### src/rtl/dump_ch_engine.sv
// dump_ch_engine: streams one channel's circular capture buffer to the UART
// transmitter, oldest sample first, one byte per trmt/tx_done handshake.
// Optional build macro DUMP_CAL_EN adds a cal_offset port and applies a
// saturating signed calibration offset to every sample on its way out.
// DEPTH must equal 2**ADDR_W so that the read address wraps by overflow.
module dump_ch_engine #(
    parameter int DEPTH  = 512,
    parameter int ADDR_W = 9,
    parameter int DATA_W = 8
) (
    input  logic              clk,
    input  logic              rst_n,
    input  logic              dump_start,
    input  logic [1:0]        ch_sel,
    input  logic [ADDR_W-1:0] start_addr,
    output logic [ADDR_W-1:0] ram_addr,
    output logic              ram_rd_en,
    input  logic [DATA_W-1:0] rdata1,
    input  logic [DATA_W-1:0] rdata2,
    input  logic [DATA_W-1:0] rdata3,
    output logic [DATA_W-1:0] tx_data,
    output logic              trmt,
    input  logic              tx_done,
    output logic              busy,
    output logic              dump_done,
    output logic              dump_err
`ifdef DUMP_CAL_EN
    ,
    input  logic [DATA_W-1:0] cal_offset
`endif
);

    typedef enum logic [2:0] {
        S_IDLE,
        S_READ,
        S_LATCH,
        S_SEND,
        S_WAIT_TX,
        S_DONE
    } state_t;

    localparam logic [ADDR_W-1:0] ADDR_ONE = ADDR_W'(1);
    localparam logic [ADDR_W:0]   CNT_ONE  = (ADDR_W + 1)'(1);
    localparam logic [ADDR_W:0]   CNT_LAST = (ADDR_W + 1)'(DEPTH - 1);

    state_t            state;
    state_t            state_nxt;
    logic [1:0]        ch;
    logic [ADDR_W-1:0] addr;
    logic [ADDR_W:0]   cnt;
    logic [DATA_W-1:0] sample;
    logic [DATA_W-1:0] sample_out;
    logic              start_ok;
    logic              last_byte;

    assign start_ok  = dump_start && (ch_sel != 2'b11);
    assign last_byte = (cnt == CNT_LAST);

    // State register.
    // NOTE: sequential state is written with <= only, so every flop samples
    // pre-edge values regardless of the order the always blocks are evaluated.
    always_ff @(posedge clk) begin
        if (!rst_n) state <= S_IDLE;
        else        state <= state_nxt;
    end

    // Next-state logic for the dump sequence.
    // NOTE: state_nxt gets a default before the case, so no path leaves it
    // unassigned and no latch is inferred.
    always_comb begin
        state_nxt = state;
        case (state)
            S_IDLE:    if (start_ok) state_nxt = S_READ;
            S_READ:    state_nxt = S_LATCH;
            S_LATCH:   state_nxt = S_SEND;
            S_SEND:    state_nxt = S_WAIT_TX;
            S_WAIT_TX: if (tx_done) state_nxt = last_byte ? S_DONE : S_READ;
            S_DONE:    state_nxt = S_IDLE;
            default:   state_nxt = S_IDLE;
        endcase
    end

    // Strobes decode straight from the state register, so they are glitch-free
    // and drop to 0 on the same edge that reset forces IDLE.
    assign ram_rd_en = (state == S_READ);
    assign trmt      = (state == S_SEND);
    assign dump_done = (state == S_DONE);
    assign busy      = (state != S_IDLE);

    // Select the sample of the latched channel.
    always_comb begin
        sample = rdata1;
        case (ch)
            2'b01:   sample = rdata2;
            2'b10:   sample = rdata3;
            default: sample = rdata1;
        endcase
    end

`ifdef DUMP_CAL_EN
    logic signed [DATA_W+1:0] cal_sum;

    // Add the signed offset with two guard bits, then clamp to 0..2**DATA_W-1:
    // the top bit flags a negative result, the next one an overflow.
    always_comb begin
        cal_sum = $signed({2'b00, sample}) +
                  $signed({{2{cal_offset[DATA_W-1]}}, cal_offset});
        if (cal_sum[DATA_W+1])   sample_out = '0;
        else if (cal_sum[DATA_W]) sample_out = '1;
        else                      sample_out = cal_sum[DATA_W-1:0];
    end
`else
    assign sample_out = sample;
`endif

    // Datapath registers: channel/address/count bookkeeping, read address,
    // transmit byte and the error pulse.
    // NOTE: every register here is a plain flop with a reset value; there is
    // no storage array in this block, so nothing is left unreset.
    always_ff @(posedge clk) begin
        if (!rst_n) begin
            ch       <= 2'b00;
            addr     <= '0;
            cnt      <= '0;
            ram_addr <= '0;
            tx_data  <= '0;
            dump_err <= 1'b0;
        end else begin
            dump_err <= (state == S_IDLE) && dump_start && (ch_sel == 2'b11);
            case (state)
                S_IDLE: begin
                    if (start_ok) begin
                        ch       <= ch_sel;
                        addr     <= start_addr;
                        cnt      <= '0;
                        ram_addr <= start_addr;
                    end
                end
                S_LATCH: tx_data <= sample_out;
                S_WAIT_TX: begin
                    if (tx_done) begin
                        addr <= addr + ADDR_ONE;
                        cnt  <= cnt + CNT_ONE;
                        // Leave ram_addr on the final sample once the dump ends.
                        if (!last_byte) ram_addr <= addr + ADDR_ONE;
                    end
                end
                default: ;
            endcase
        end
    end

endmodule

### config.mk
export PLATFORM = sky130hd
export DESIGN_NAME = dump_ch_engine
export DESIGN_NICKNAME = d
export VERILOG_FILES = /design/src/rtl/dump_ch_engine.sv
export SDC_FILE = /design/constraint.sdc
export NUM_CORES = 1
export LEC_CHECK = 0
export ABC_AREA = 1
export BUFFER_PORTS_ARGS = -buffer_cell sky130_fd_sc_hd__buf_4
export CORE_MARGIN = 2
export CORE_UTILIZATION = 55
export DETAILED_ROUTE_END_ITERATION = 12
export PLACE_DENSITY_LB_ADDON = 0.2
export SYNTH_ARGS = -nofsm -noshare
export SYNTH_HDL_FRONTEND = slang
export SYNTH_SLANG_ARGS = --single-unit
### constraint.sdc
create_clock -name clk -period 3.2 [get_ports clk]
set_input_delay 0.32 -clock clk [delete_from_list [all_inputs] [get_ports clk]]
set_output_delay 0.32 -clock clk [all_outputs]
set_load 0.005 [all_outputs]
==> results of run 1 <==
[per-stage QoR]
step                worst slack (ps)  power [uW]  area, sq um  cells
global placement                1520        1030         2680    431
detailed placement              1480        1040         2680    431
CTS                             1480        1400         2780    439
global route                    1300        1470         2780    439
floorplan                       1770         890         2230    331
finish                          1460        1390         2780    439
[where the power goes]
| group | switching, uW | total [uW] | internal [uW] |
|---|---|---|---|
| Combinational | 222 | 396 | 173 |
| Sequential | 49.0 | 638 | 589 |
| Clock | 182 | 356 | 173 |
[worst max-delay path, stage by stage, from the launching register on]
cell	delay, ps
dfxtp_1	430
nor2_1	110
nand2_4	130
inv_4	110
nand2_4	90
nand2_4	150
nor2_4	300
inv_1	130
nor2_1	120
nor2_1	50
[layer usage]
layer,track usage [%],part of all wire (%)
met5,0,0
met4,9.95,1.4
met3,5.50,5.4
met2,43.0,49
met1,29.7,44
[final timing paths]
path / to / slack (ps) / cells after the start
hold reg to reg: ch[0] / 480 / 2
hold / removal: dump_err / 260 / 3
setup / recovery: ram_addr[7] / 1460 / 9
setup reg to reg: ram_addr[7] / 1460 / 9
[kinds of logic after synthesis]
logic type,share of synthesized area (%)
AOI/OAI and AO/OA,16.8
buffers and inverters,9.43
and+or+nand+nor,32.3
adders and majority gates,2.24
DFF,37.7
xor gates and xnor gates,1.57
[state kept, by name, indices dropped and copies added, names as in the netlist]
| register | count |
|---|---|
| ch | 2 |
| dump_err | 1 |
| cnt | 10 |
| tx_data | 8 |
| ram_addr | 9 |
| state | 3 |
| addr | 9 |
[final cells by class]
| type | instances | area [sq um] | share of cell area (%) |
|---|---|---|---|
| tap | 50 | 62.6 | 2.25 |
| sequential | 42 | 841 | 30.3 |
| clock inverter | 2 | 12.5 | 0.450 |
| inverter | 39 | 151 | 5.45 |
| timing repair buffer | 60 | 450 | 16.2 |
| multi-input combinational | 240 | 1180 | 42.4 |
| clock buffer | 6 | 82.6 | 2.97 |
[placed cells by master (no fill, tap or decap), types with 4 or more instances in the layout]
cell / instances
dfxtp_1: 42
buf_4: 60
nor3_1: 4
o21ai_1: 4
clkbuf_8: 6
a22o_1: 8
nand4_1: 4
a21oi_1: 28
nand3_1: 19
ha_1: 4
o21ai_0: 21
inv_1: 35
nor2_1: 54
nand2_1: 76
==> results.cfg, run 1 <==
[run_status]
status = completed

[floorplan]
die_area_sq_um = 4580
die_y_microns = 67.7
chipWidth_microns = 67.7
core_sq_um = 3940
start_util_pct = 56.6
row_count = 23
ioPinCount = 61

[hold_path]
hp-start = dump_start
hold_class = input pin to flip-flop

[clocking]
htree_levels = 2
cts_buffers = 5
cts_root_buffer = clkbuf_8
cts_hold_buf = 0
cts_setup_buffers = 0
cts_tree = built
clock_latency_ps = 300
post_cts_resized = 0
clk_pin_slew_ps = 80
clockBufferDepth = 2
clock_sinks = 42

[setup_path]
critPathKind = flip-flop to flip-flop
cp.arrival_ps = 1930
cp-startpoint = state[0]
reg2reg_from = state[0]
critPathMaxFanout = 18
cp.required_ps = 3400
worstSetupEndpointType = flip-flop
start_kind = flip-flop

[sta]
min_period_over_period_pct = 54.3
setup_tns_ps = 0
max-slew-margin-rel_pct = 71.2
fmax_mhz = 576
skew_ps = 4.20
final_max_slew_viol_count = 0
grt_setup_unrepaired = no
finalCriticalPeriod_ps = 1740
whs_ps = 263
finalSetupViolCount = 0
worst_pin_slew_ps = 430
hold_violations = 0

[route]
drtAntennaViolNets = 0
drtIter0Drc = 153
firstDrtPassIters = 4
vias = 2284
avgRoutedWirePerCell_microns = 12.1
drc = 0
routed_wl_microns = 5300
vias_per_cell = 5.20

[logic_synthesis]
synth_area_sq_um = 2230
synthTopCellsByArea = dfxtp_1 (38%), nand2_1 (13%), nor2_1 (9.1%), a21oi_1 (6.3%), inv_1 (5.9%)
yosysSeqAreaShare_pct = 37.7
synth.most_common_cell = nand2_1
yosys.area.top_type = dfxtp_1
synthArstFlopShare_pct = 0
synth_flop_cell = dfxtp_1
synth-edff-count = 0
netlist_instances = 331
yosys_warnings = 0
synth_common_cells = nand2_1 (76), nor2_1 (54), dfxtp_1 (42)
synth_top_area_share_pct = 37.7
ys_ff_latch = 42
ys_types = 29
avgSynthCellArea_sq_um = 6.74
syn-num-nets = 374

[placement]
hpwl_microns = 3810
io_buffer_count = 60
globalplace.congestion = 0.841

[grt]
grt_max_degree = 30
grt_pass1_vias = 2053
grt.total_usage_pct = 24.9
antenna_found_initial = 0
grt_pass1_wl_microns = 8680
grt_overflow = 0

[cells_and_area]
drive_gt1_share_pct = 20.8
layout.nets = 431
area_delta_synth_final_pct = 24.6
antenna_cells = 0
fillers = 341
utilization_pct = 70.5

[power_and_ir_drop]
p_leak_uw = 0.00133
p_per_area_nw_per_um2 = 500
vdd_ir_drop_max_uv = 398

[flow_run]
cap_violations = 0
No activity file was read; power rests on OpenSTA's default activity.
==> run 2: changes to the inputs <==
--- a/config.mk
+++ b/config.mk
@@ -8,7 +8,7 @@
 export ABC_AREA = 1
 export BUFFER_PORTS_ARGS = -buffer_cell sky130_fd_sc_hd__buf_4
 export CORE_MARGIN = 2
-export CORE_UTILIZATION = 55
+export CORE_UTILIZATION = 52
 export DETAILED_ROUTE_END_ITERATION = 12
 export PLACE_DENSITY_LB_ADDON = 0.2
 export SYNTH_ARGS = -nofsm -noshare
==> constraint.sdc (replaced) <==
create_clock -name clk -period 1.64 [get_ports clk]
set_input_delay 0.164 -clock clk [delete_from_list [all_inputs] [get_ports clk]]
set_output_delay 0.164 -clock clk [all_outputs]
set_load 0.005 [all_outputs]
==> results.cfg, run 2 (synthesis results as in run 1) <==
[grt]
grt_pass1_wl_microns = 9580
grt.total_usage_pct = 24.0
grt_max_degree = 29
grt_overflow = 0
antenna_found_initial = 0
grt_pass1_vias = 2310

[setup_path]
worstSetupEndpointType = flip-flop
ff2ff_setup_slack_ps = 130
timing.critical_path.cells = inv_1, nand2_2, a21oi_4, nand2_4, buf_4, o21ai_0, nand2_1, nor2_1
path_depth = 8
reg2reg_from = state[1]
cp_slowest_stage_delay_ps = 330
ff2ff_path_depth = 8
critPathMaxFanout = 9
cp-startpoint = state[1]
path_buf_inv = 2
slowest_stage = dfxtp_1
critPathTopFamily = simple AND/OR/NAND/NOR gates
critPathKind = flip-flop to flip-flop
cp.arrival_ps = 1730
worstReg2RegEnd = cnt[8]
start_kind = flip-flop
crit_end = cnt[8]
cp.required_ps = 1860

[cells_and_area]
drive_gt1_share_pct = 24.3
top_regs = cnt x10, addr x9, ram_addr x9
final_common_cell = nand2_1
top_register = cnt
area_delta_synth_final_pct = 29.0
stdcell_area_sq_um = 2880
largest_reg_flops = 10
antenna_cells = 0
layout.nets = 442
final_cell_mix = nand2_1 (74), buf_4 (71), nor2_1 (51)

[floorplan]
core_sq_um = 4060
start_util_pct = 54.9
die_y_microns = 69.5
die_area_sq_um = 4830
chipWidth_microns = 69.5
ioPinCount = 61
row_count = 23

[sta]
min_period_over_period_pct = 92.3
grt_setup_unrepaired = no
finalCriticalPeriod_ps = 1510
setup_tns_ps = 0
finalSetupViolCount = 0
hold_violations = 0
worst_pin_slew_ps = 299
skew_ps = 3.06
fmax_mhz = 660
max-slew-margin-rel_pct = 79.9
final_max_slew_viol_count = 0

[route]
avgRoutedWirePerCell_microns = 12.4
firstDrtPassIters = 4
drtIter0Drc = 109
vias = 2359
routed_wl_microns = 5590
drtAntennaViolNets = 0
drc = 0
vias_per_cell = 5.25

[clocking]
cts_buffers = 5
htree_levels = 2
clk_pin_slew_ps = 70
clock_sinks = 42
clockBufferDepth = 2
clock_latency_ps = 290
cts_tree = built
cts_hold_buf = 0
cts_root_buffer = clkbuf_8

[placement]
io_buffer_count = 60
globalplace.congestion = 0.873
dpl_cell_area_sq_um = 2750
hpwl_microns = 4130

[power_and_ir_drop]
p_per_area_nw_per_um2 = 943
p_leak_uw = 0.00137
vdd_ir_drop_max_uv = 447

[flow_run]
cap_violations = 0

[hold_path]
hold_class = input pin to flip-flop

[run_status]
status = completed
-- run 2: changes by cell type in the layout (fill, tap and decap cells not counted), moves of 2 or more --
cell / change
buf_4: +11
clkbuf_1: +2
dfxtp_1: -2
dfxtp_2: +2
nand2_1: -2
nand2_2: +2
nor2_1: -3
nor2_2: +2
-- run 2: worst min path at each step --
stage / to / cells past startpoint / startpoint / slack (ps)
2_1_floorplan: dump_err / 2 / dump_start / 290
3_3_place_gp: dump_err / 3 / dump_start / 420
3_5_place_dp: dump_err / 3 / dump_start / 420
4_1_cts: dump_err / 3 / dump_start / 110
5_1_grt: dump_err / 3 / dump_start / 120
6_report: dump_err / 3 / dump_start / 120
-- run 2: what timing repair did --
item                       in CTS  in global routing
setup endpoints to repair       1                 16
pin swaps                       1                  2
resized for setup               0                 11
buffers inserted                2                  0
cloned                          0                  0
-- run 2: worst min-delay path, delay by kind of cell --
kind                   cells  cell delay (ps)
buffers and inverters      1              110
AND/OR/NAND/NOR            2               90
-- run 2: routing by layer --
layer	GRT usage, %	wire length (microns)	vias up
met3	6.10	326	10
met1	26.8	2380	1077
met2	43.9	2800	71
met4	8.50	82	0
met5	0	0	-
li1	-	-	1201
-- run 2: stage by stage --
stage                     cells  utilization, %  hold WS [ps]  setup slack, ps  total power [uW]
after floorplan             331               -           288              205              1740
after global placement      440            67.8           416              116              2050
after detailed placement    440            67.8           422             55.2              2070
after CTS                   449            70.1           115             29.1              2710
after global routing        449            70.9           121             10.9              2880
final                       449            70.9           117              126              2710
-- run 2: layout make-up --
type                            count  area [sq um]
Tap cell                           50          62.6
Sequential cell                    42           843
Fill cell                         363          1180
Inverter                           39           154
Clock buffer                        7          76.3
Multi-Input combinational cell    240          1210
Timing Repair Buffer               71           533
-- run 2: power breakdown --
group	internal, uW	switching, uW
sequential	1150	94.3
clock	293	331
combinational	386	457
